--- src/rtl/ps2_rx_fifo_if.sv ---
// ps2_rx_fifo_if: PS/2 pins, CPU read strobe and FIFO status for ps2_rx_fifo
interface ps2_rx_fifo_if #(parameter int AW = 3);
    logic ps2_clk, ps2_data, rdn;
    logic [9:0] data;
    logic ready, overflow, frame_err;
    logic [AW:0] level;
    modport master (output ps2_clk, ps2_data, rdn, input data, ready, level, overflow, frame_err);
    modport slave (input ps2_clk, ps2_data, rdn, output data, ready, level, overflow, frame_err);
endinterface

--- src/rtl/ps2_rx_fifo.sv ---
// ps2_rx_fifo: filtered PS/2 receiver with optional E0/F0 folding into a CPU-read FIFO
module ps2_rx_fifo #(
    parameter int AW = 3,
    parameter int FILTER_LEN = 4,
    parameter int TIMEOUT = 50000,
    parameter int DECODE = 0
) (
    input logic clk,
    input logic clr,
    ps2_rx_fifo_if.slave bus
);
    localparam int TW = $clog2(TIMEOUT + 1);
    localparam int DEPTH = 1 << AW;
    localparam bit DEC = (DECODE != 0);
    logic [1:0] s1, s2, f;
    logic [1:0][3:0] fc;
    logic f_clk_q;
    logic [3:0] bit_cnt;
    logic [8:0] sr;
    logic [TW-1:0] tcnt;
    logic brk, ext;
    logic [AW:0] w_ptr, r_ptr, level;
    logic [9:0] mem [DEPTH];
    logic sample, tmo, stop, good, bad, prefix, push, pop, full, wr;
    assign sample = f_clk_q & ~f[0];
    assign tmo = bit_cnt != 4'd0 && tcnt == TW'(TIMEOUT);
    assign stop = sample && !tmo && bit_cnt == 4'd10;
    assign good = stop && f[1] && ^sr;
    assign bad = stop && !good;
    assign prefix = DEC && (sr[7:0] == 8'hE0 || sr[7:0] == 8'hF0);
    assign push = good && !prefix;
    assign pop = !bus.rdn && bus.ready;
    assign full = level == (AW+1)'(DEPTH);
    assign wr = push && (!full || pop);
    assign bus.ready = level != '0;
    assign bus.level = level;
    assign bus.data = bus.ready ? mem[r_ptr[AW-1:0]] : '0;
    // bit 0 of each vector is ps2_clk, bit 1 is ps2_data
    always_ff @(posedge clk or posedge clr) begin
        if (clr) begin
            s1 <= '1;
            s2 <= '1;
            f <= '1;
            fc <= '0;
            f_clk_q <= 1'b1;
        end else begin
            s1 <= {bus.ps2_data, bus.ps2_clk};
            s2 <= s1;
            f_clk_q <= f[0];
            for (int i = 0; i < 2; i++)
                if (s2[i] == f[i]) fc[i] <= '0;
                else if (fc[i] == 4'(FILTER_LEN - 1)) begin
                    f[i] <= s2[i];
                    fc[i] <= '0;
                end else fc[i] <= fc[i] + 4'd1;
        end
    end
    always_ff @(posedge clk or posedge clr) begin
        if (clr) begin
            bit_cnt <= '0;
            sr <= '0;
            tcnt <= '0;
            brk <= 1'b0;
            ext <= 1'b0;
            bus.frame_err <= 1'b0;
        end else begin
            bus.frame_err <= bad || tmo;
            tcnt <= (sample || tmo || bit_cnt == 4'd0) ? '0 : tcnt + 1'b1;
            if (tmo) bit_cnt <= '0;
            else if (sample) begin
                if (bit_cnt == 4'd0) bit_cnt <= {3'd0, ~f[1]};
                else if (bit_cnt == 4'd10) bit_cnt <= '0;
                else begin
                    sr <= {f[1], sr[8:1]};
                    bit_cnt <= bit_cnt + 4'd1;
                end
            end
            if (bad || tmo) {brk, ext} <= 2'b00;
            else if (good && DEC) begin
                if (sr[7:0] == 8'hE0) ext <= 1'b1;
                else if (sr[7:0] == 8'hF0) brk <= 1'b1;
                else {brk, ext} <= 2'b00;
            end
        end
    end
    always_ff @(posedge clk) if (wr) mem[w_ptr[AW-1:0]] <= {brk, ext, sr[7:0]};
    always_ff @(posedge clk or posedge clr) begin
        if (clr) begin
            w_ptr <= '0;
            r_ptr <= '0;
            level <= '0;
            bus.overflow <= 1'b0;
        end else begin
            if (wr) w_ptr <= w_ptr + 1'b1;
            if (pop) r_ptr <= r_ptr + 1'b1;
            level <= level + (AW+1)'(wr) - (AW+1)'(pop);
            if (push && !wr) bus.overflow <= 1'b1;
            else if (pop) bus.overflow <= 1'b0;
        end
    end
endmodule

--- src/flat_wrapper.sv ---
// flat-port wrapper written by rule: the top's interface ports become plain ports
module ps2_rx_fifo_flat 
#(
    parameter int AW = 3,
    parameter int FILTER_LEN = 4,
    parameter int TIMEOUT = 50000,
    parameter int DECODE = 0
)
  (clk, clr, bus_ps2_clk, bus_ps2_data, bus_rdn, bus_data, bus_ready, bus_level, bus_overflow, bus_frame_err);
  ps2_rx_fifo_if #(.AW(AW)) bus_i ();
  input logic clk;
  input logic clr;
  input wire logic [$bits(bus_i.ps2_clk)-1:0] bus_ps2_clk;
  input wire logic [$bits(bus_i.ps2_data)-1:0] bus_ps2_data;
  input wire logic [$bits(bus_i.rdn)-1:0] bus_rdn;
  output wire logic [$bits(bus_i.data)-1:0] bus_data;
  output wire logic [$bits(bus_i.ready)-1:0] bus_ready;
  output wire logic [$bits(bus_i.level)-1:0] bus_level;
  output wire logic [$bits(bus_i.overflow)-1:0] bus_overflow;
  output wire logic [$bits(bus_i.frame_err)-1:0] bus_frame_err;
  assign bus_i.ps2_clk = bus_ps2_clk;
  assign bus_i.ps2_data = bus_ps2_data;
  assign bus_i.rdn = bus_rdn;
  assign bus_data = bus_i.data;
  assign bus_ready = bus_i.ready;
  assign bus_level = bus_i.level;
  assign bus_overflow = bus_i.overflow;
  assign bus_frame_err = bus_i.frame_err;
  ps2_rx_fifo #(.AW(AW), .FILTER_LEN(FILTER_LEN), .TIMEOUT(TIMEOUT), .DECODE(DECODE)) u_core (.clk(clk), .clr(clr), .bus(bus_i));
endmodule
--- config.mk ---
export PLATFORM = sky130hd
export DESIGN_NAME = ps2_rx_fifo_flat
export DESIGN_NICKNAME = d
export VERILOG_FILES = /design/src/rtl/ps2_rx_fifo_if.sv /design/src/rtl/ps2_rx_fifo.sv /design/src/flat_wrapper.sv
export SDC_FILE = /design/constraint.sdc
export NUM_CORES = 1
export LEC_CHECK = 0
export CAP_MARGIN = 20
export CORE_ASPECT_RATIO = 1.5
export CORE_MARGIN = 5
export CORE_UTILIZATION = 45
export DETAILED_ROUTE_END_ITERATION = 8
export DONT_BUFFER_PORTS = 1
export SLEW_MARGIN = 10
export SYNTH_ARGS = -nofsm -noshare
export SYNTH_HDL_FRONTEND = slang
export SYNTH_SLANG_ARGS = --single-unit
--- constraint.sdc ---
create_clock -name clk -period 3.6 [get_ports clk]
set_input_delay 0.72 -clock clk [delete_from_list [all_inputs] [get_ports clk]]
set_output_delay 0.72 -clock clk [all_outputs]
set_load 0.005 [all_outputs]
==> summary by stage <==
Outcome
The run finished with clean final reports.

Timing
Setup repair after global routing left no endpoint under its margin. The headroom to the max-slew limit is around 30%. The hold violation count in the final report was 0.

The worst path meets setup with 670 ps of slack. The slew of the pin with the lowest slew margin is 1040 ps. After layout, the worst path uses between 80% and 90% of the clock period.

Subtracting the final worst setup slack from the clock period gives 2930 ps. The final max-slew violation count is 0. Derived from the worst setup path, the maximum achievable clock frequency is 341 MHz. Adding up every negative setup slack in the final design gives 0 ps. Clock skew on the completed layout was measured at 8.53 ps. Setup violations remaining at the end of the flow were counted as 0.

Worst setup path
The highest cell delay on the worst timing path is 650 ps. The endpoint of the most critical register-to-register path is u_core.mem[5][0]. The worst register-to-register path begins at u_core.bus.level[2]. The worst setup path is of the reg -> reg kind.

The signal on the critical path passes through inv_1 > ha_1 > nor3b_2 > buf_4 > or2_2 > a311oi_2 > nand3_1 > nor2_1. Following the worst setup path forward leads to its endpoint at u_core.mem[5][0]. STA classifies the critical path endpoint as a flip-flop. The largest fanout on the critical path is 10. The depth of the most critical reg-to-reg path is 8. The worst setup path is launched from a flip-flop. The data required time of the critical path is roughly 3600 ps. The data arrival time of the critical path is 2960 ps. The reg-to-reg setup timing slack is 670 ps. The slowest cell on the critical path is sky130_fd_sc_hd__nor2_1. The beginning of the critical path is u_core.bus.level[2].

Synthesis
Of the synthesized area, sequential elements account for 63.8%. The post-synthesis instance total is 347. Counting flops with a built-in enable in the synthesized netlist gives 64.

Synthesis inferred 120 register bits. The synthesis warning total is 0. The fraction of synthesis flops using an asynchronous set or reset pin is 46.7%. For this run, the leading register cell type out of synthesis is sky130_fd_sc_hd__edfxtp_1. The mean instance size in the synthesized netlist is between 15 and 20 um2. The post-synth design cell area is roughly 5200 um2. After synthesis, the netlist uses 48 different library cells.

Power and ir drop
The leakage power of the design is around 0.0024 uW. The internal portion of the total power is 3410 uW. The clock group share of total power is 34.3%.

The power per standard cell area is 815 nW/um2. Per report_power, the combinational group accounts for 25.3% of the total. The worst-case IR drop observed on VDD is 399 uV. Summed over all nets, the switching power comes to 1500 uW. Net switching is 30.5% of the power.

In this run, flip-flops and latches consume 40.3% of the power.

CTS
The maximum level of the CTS H-tree is 4. The worst-skew pair later-pin latency is 410 ps. Counting the buffers created by CTS gives 17. Gates resized during post-CTS repair numbered 0. The number of hold buffers added after CTS is 0. The clock root buffer is sky130_fd_sc_hd__clkbuf_16. The post-CTS clock slew at the launch and capture registers of the worst setup and hold paths is 50 ps. The maximum clock path buffer count is 2. TritonCTS built the clock tree.

For this design, the sink count on the clock tree is 120. In this run the post-CTS setup repair buffer count came out at 0.

Route
The final wirelength is 9310 um. In this run, the number of DRC markers left after iteration 0 of detailed routing was between 80 and 90. The via count of the routed design is 2720. The number of detailed-routing iterations run before antenna repair is 4. After detailed routing, the number of vias per cell comes to 5.16. The number of DRC violations after detailed routing is 0. The detailed-route wire length per cell is roughly 18 um. The remaining number of nets flagged by the antenna check after routing is 0.

Finish
0 antenna diodes ended up in the layout. The share of layout cells above drive strength 1 is 22.3%. In the final design database the tool counted 385 nets.

The most frequent standard cell in the layout excluding fill and tap cells is sky130_fd_sc_hd__edfxtp_1. The design area is 6020 um2. The top cell types in the final layout, fill and taps aside, are 64 x sky130_fd_sc_hd__edfxtp_1, 49 x sky130_fd_sc_hd__dfrtp_1, 36 x sky130_fd_sc_hd__nor2_1. The area growth from synthesis to layout is 15.3%. The count of fill cells added during filler insertion is 944.

Hold path
The worst hold path passes through 0 cells. The type of the worst min-delay path is in -> reg.

Floorplan
Measured along the x axis, the die boundary spans 98.0 um. The initial core utilization is 45.6%. From bottom edge to top edge, the die measures 142 um. After floorplanning, the core was sized to cover 11500 um2. After floorplanning, the core was divided into 48 placement rows. The I/O pin total is 22.

The die area is 13900 um2.

GRT
The first global-routing pass estimated 15200 um of wire. The number of global-route vias before repair came to ~2800. Entering global routing, the biggest net connects 42 pins. The initial antenna violation count is 0.

After global routing the overflow that remains totals 0. The total global routing track utilization is 14.6%.

Placed design
At the end of routability-driven placement, the weighted congestion stood at 0.742. The number of buffer cells added on primary ports is 0. Prior to clock tree synthesis, the placed netlist has a worst setup slack of 637 ps.

The post-placement cell area is 5420 um2. The half-perimeter wire length after detailed placement is roughly 6500 um.

Run
The number of maximum-capacitance violations is 0.
logic make-up (layout without fill, tap and decap cells):
| group | after synthesis | in the layout | synth area share (%) |
|---|---|---|---|
| buffers and inverters | 29 | 58 | 2.51 |
| AO/OA/AOI/OAI | 19 | 19 | 2.66 |
| XOR/XNOR | 29 | 29 | 5.12 |
| multiplexers | 37 | 37 | 11.9 |
| other | 1 | 2 | 0.0718 |
| adder cells (fa/ha/maj) | 16 | 16 | 3.97 |
| AND/OR/NAND/NOR | 96 | 96 | 9.96 |
| flip-flops | 120 | 120 | 63.8 |
worst max-delay path, delay by kind of cell (launching register included):
kind                     cells  cell delay (ps)
AO/OA/AOI/OAI                1              390
adder cells (fa/ha/maj)      1              190
buffers and inverters        2              260
flip-flops                   1              370
AND/OR/NAND/NOR              4             1340
power by group through the flow:
stage,combinational (uW),clock [uW],sequential [uW]
after floorplan,1060,0,1880
after global placement,1250,0,2010
after detailed placement,1280,0,2010
after CTS,1280,1730,1990
after global routing,1380,1800,2020
final,1240,1690,1980
synthesized netlist by cell type, drive strengths merged (8+ instances only):
| cell | instances | area, um2 |
|---|---|---|
| edfxtp | 64 | 1920 |
| dfrtp | 49 | 1230 |
| nor2 | 36 | 135 |
| inv | 17 | 63.8 |
| mux4 | 16 | 360 |
| ha | 15 | 188 |
| xor2 | 15 | 131 |
| mux2 | 13 | 184 |
| xnor2 | 13 | 114 |
| nand2 | 10 | 37.5 |
| buf | 9 | 56.3 |
| mux2i | 8 | 80.1 |
| nand3 | 8 | 40.0 |
state kept, by name, summed over array words and instances, names as in the netlist, 2 cells and up:
register	count
u_core.bus.level	4
u_core.r_ptr	3
u_core.w_ptr	3
u_core.fc	8
u_core.f	2
u_core.tcnt	16
u_core.sr	9
u_core.bit_cnt	4
u_core.s1	2
u_core.s2	2
u_core.mem	64
worst min path at each step:
stage / from / end / slack, ps
floorplan: u_core.s1[0] / u_core.s2[0] / 350
global placement: u_core.s1[1] / u_core.s2[1] / 350
detailed placement: u_core.s1[1] / u_core.s2[1] / 350
CTS: bus_ps2_clk / u_core.s1[0] / 280
global route: bus_ps2_clk / u_core.s1[0] / 280
finish: bus_ps2_clk / u_core.s1[0] / 310
final cells by class:
cell class              count  area, um2  area share [%]
flip-flops and latches    120       3330            55.3
multi-input cells         199       1770            29.4
clock buffers              17        425            7.06
well taps                 150        188            3.12
clock inverters            15        176            2.93
repair buffers              9       67.6            1.12
inverters                  17       63.8            1.06
layer usage:
| layer | global-route usage, % | share of wire [%] |
|---|---|---|
| met1 | 15.3 | 38 |
| met4 | 7.29 | 2.0 |
| met2 | 26.8 | 58 |
| met5 | 0 | 0 |
| met3 | 3.92 | 2.0 |
per-stage QoR:
stage          hold slack, ps  util, %  cells  total power, uW
2_1_floorplan             345        -    348             2940
3_3_place_gp              346     47.3    495             3260
3_5_place_dp              349     47.3    495             3290
4_1_cts                   285     52.5    527             5000
5_1_grt                   285     52.5    527             5200
6_report                  307     52.5    527             4910
No activity file was read; power rests on OpenSTA's default activity.
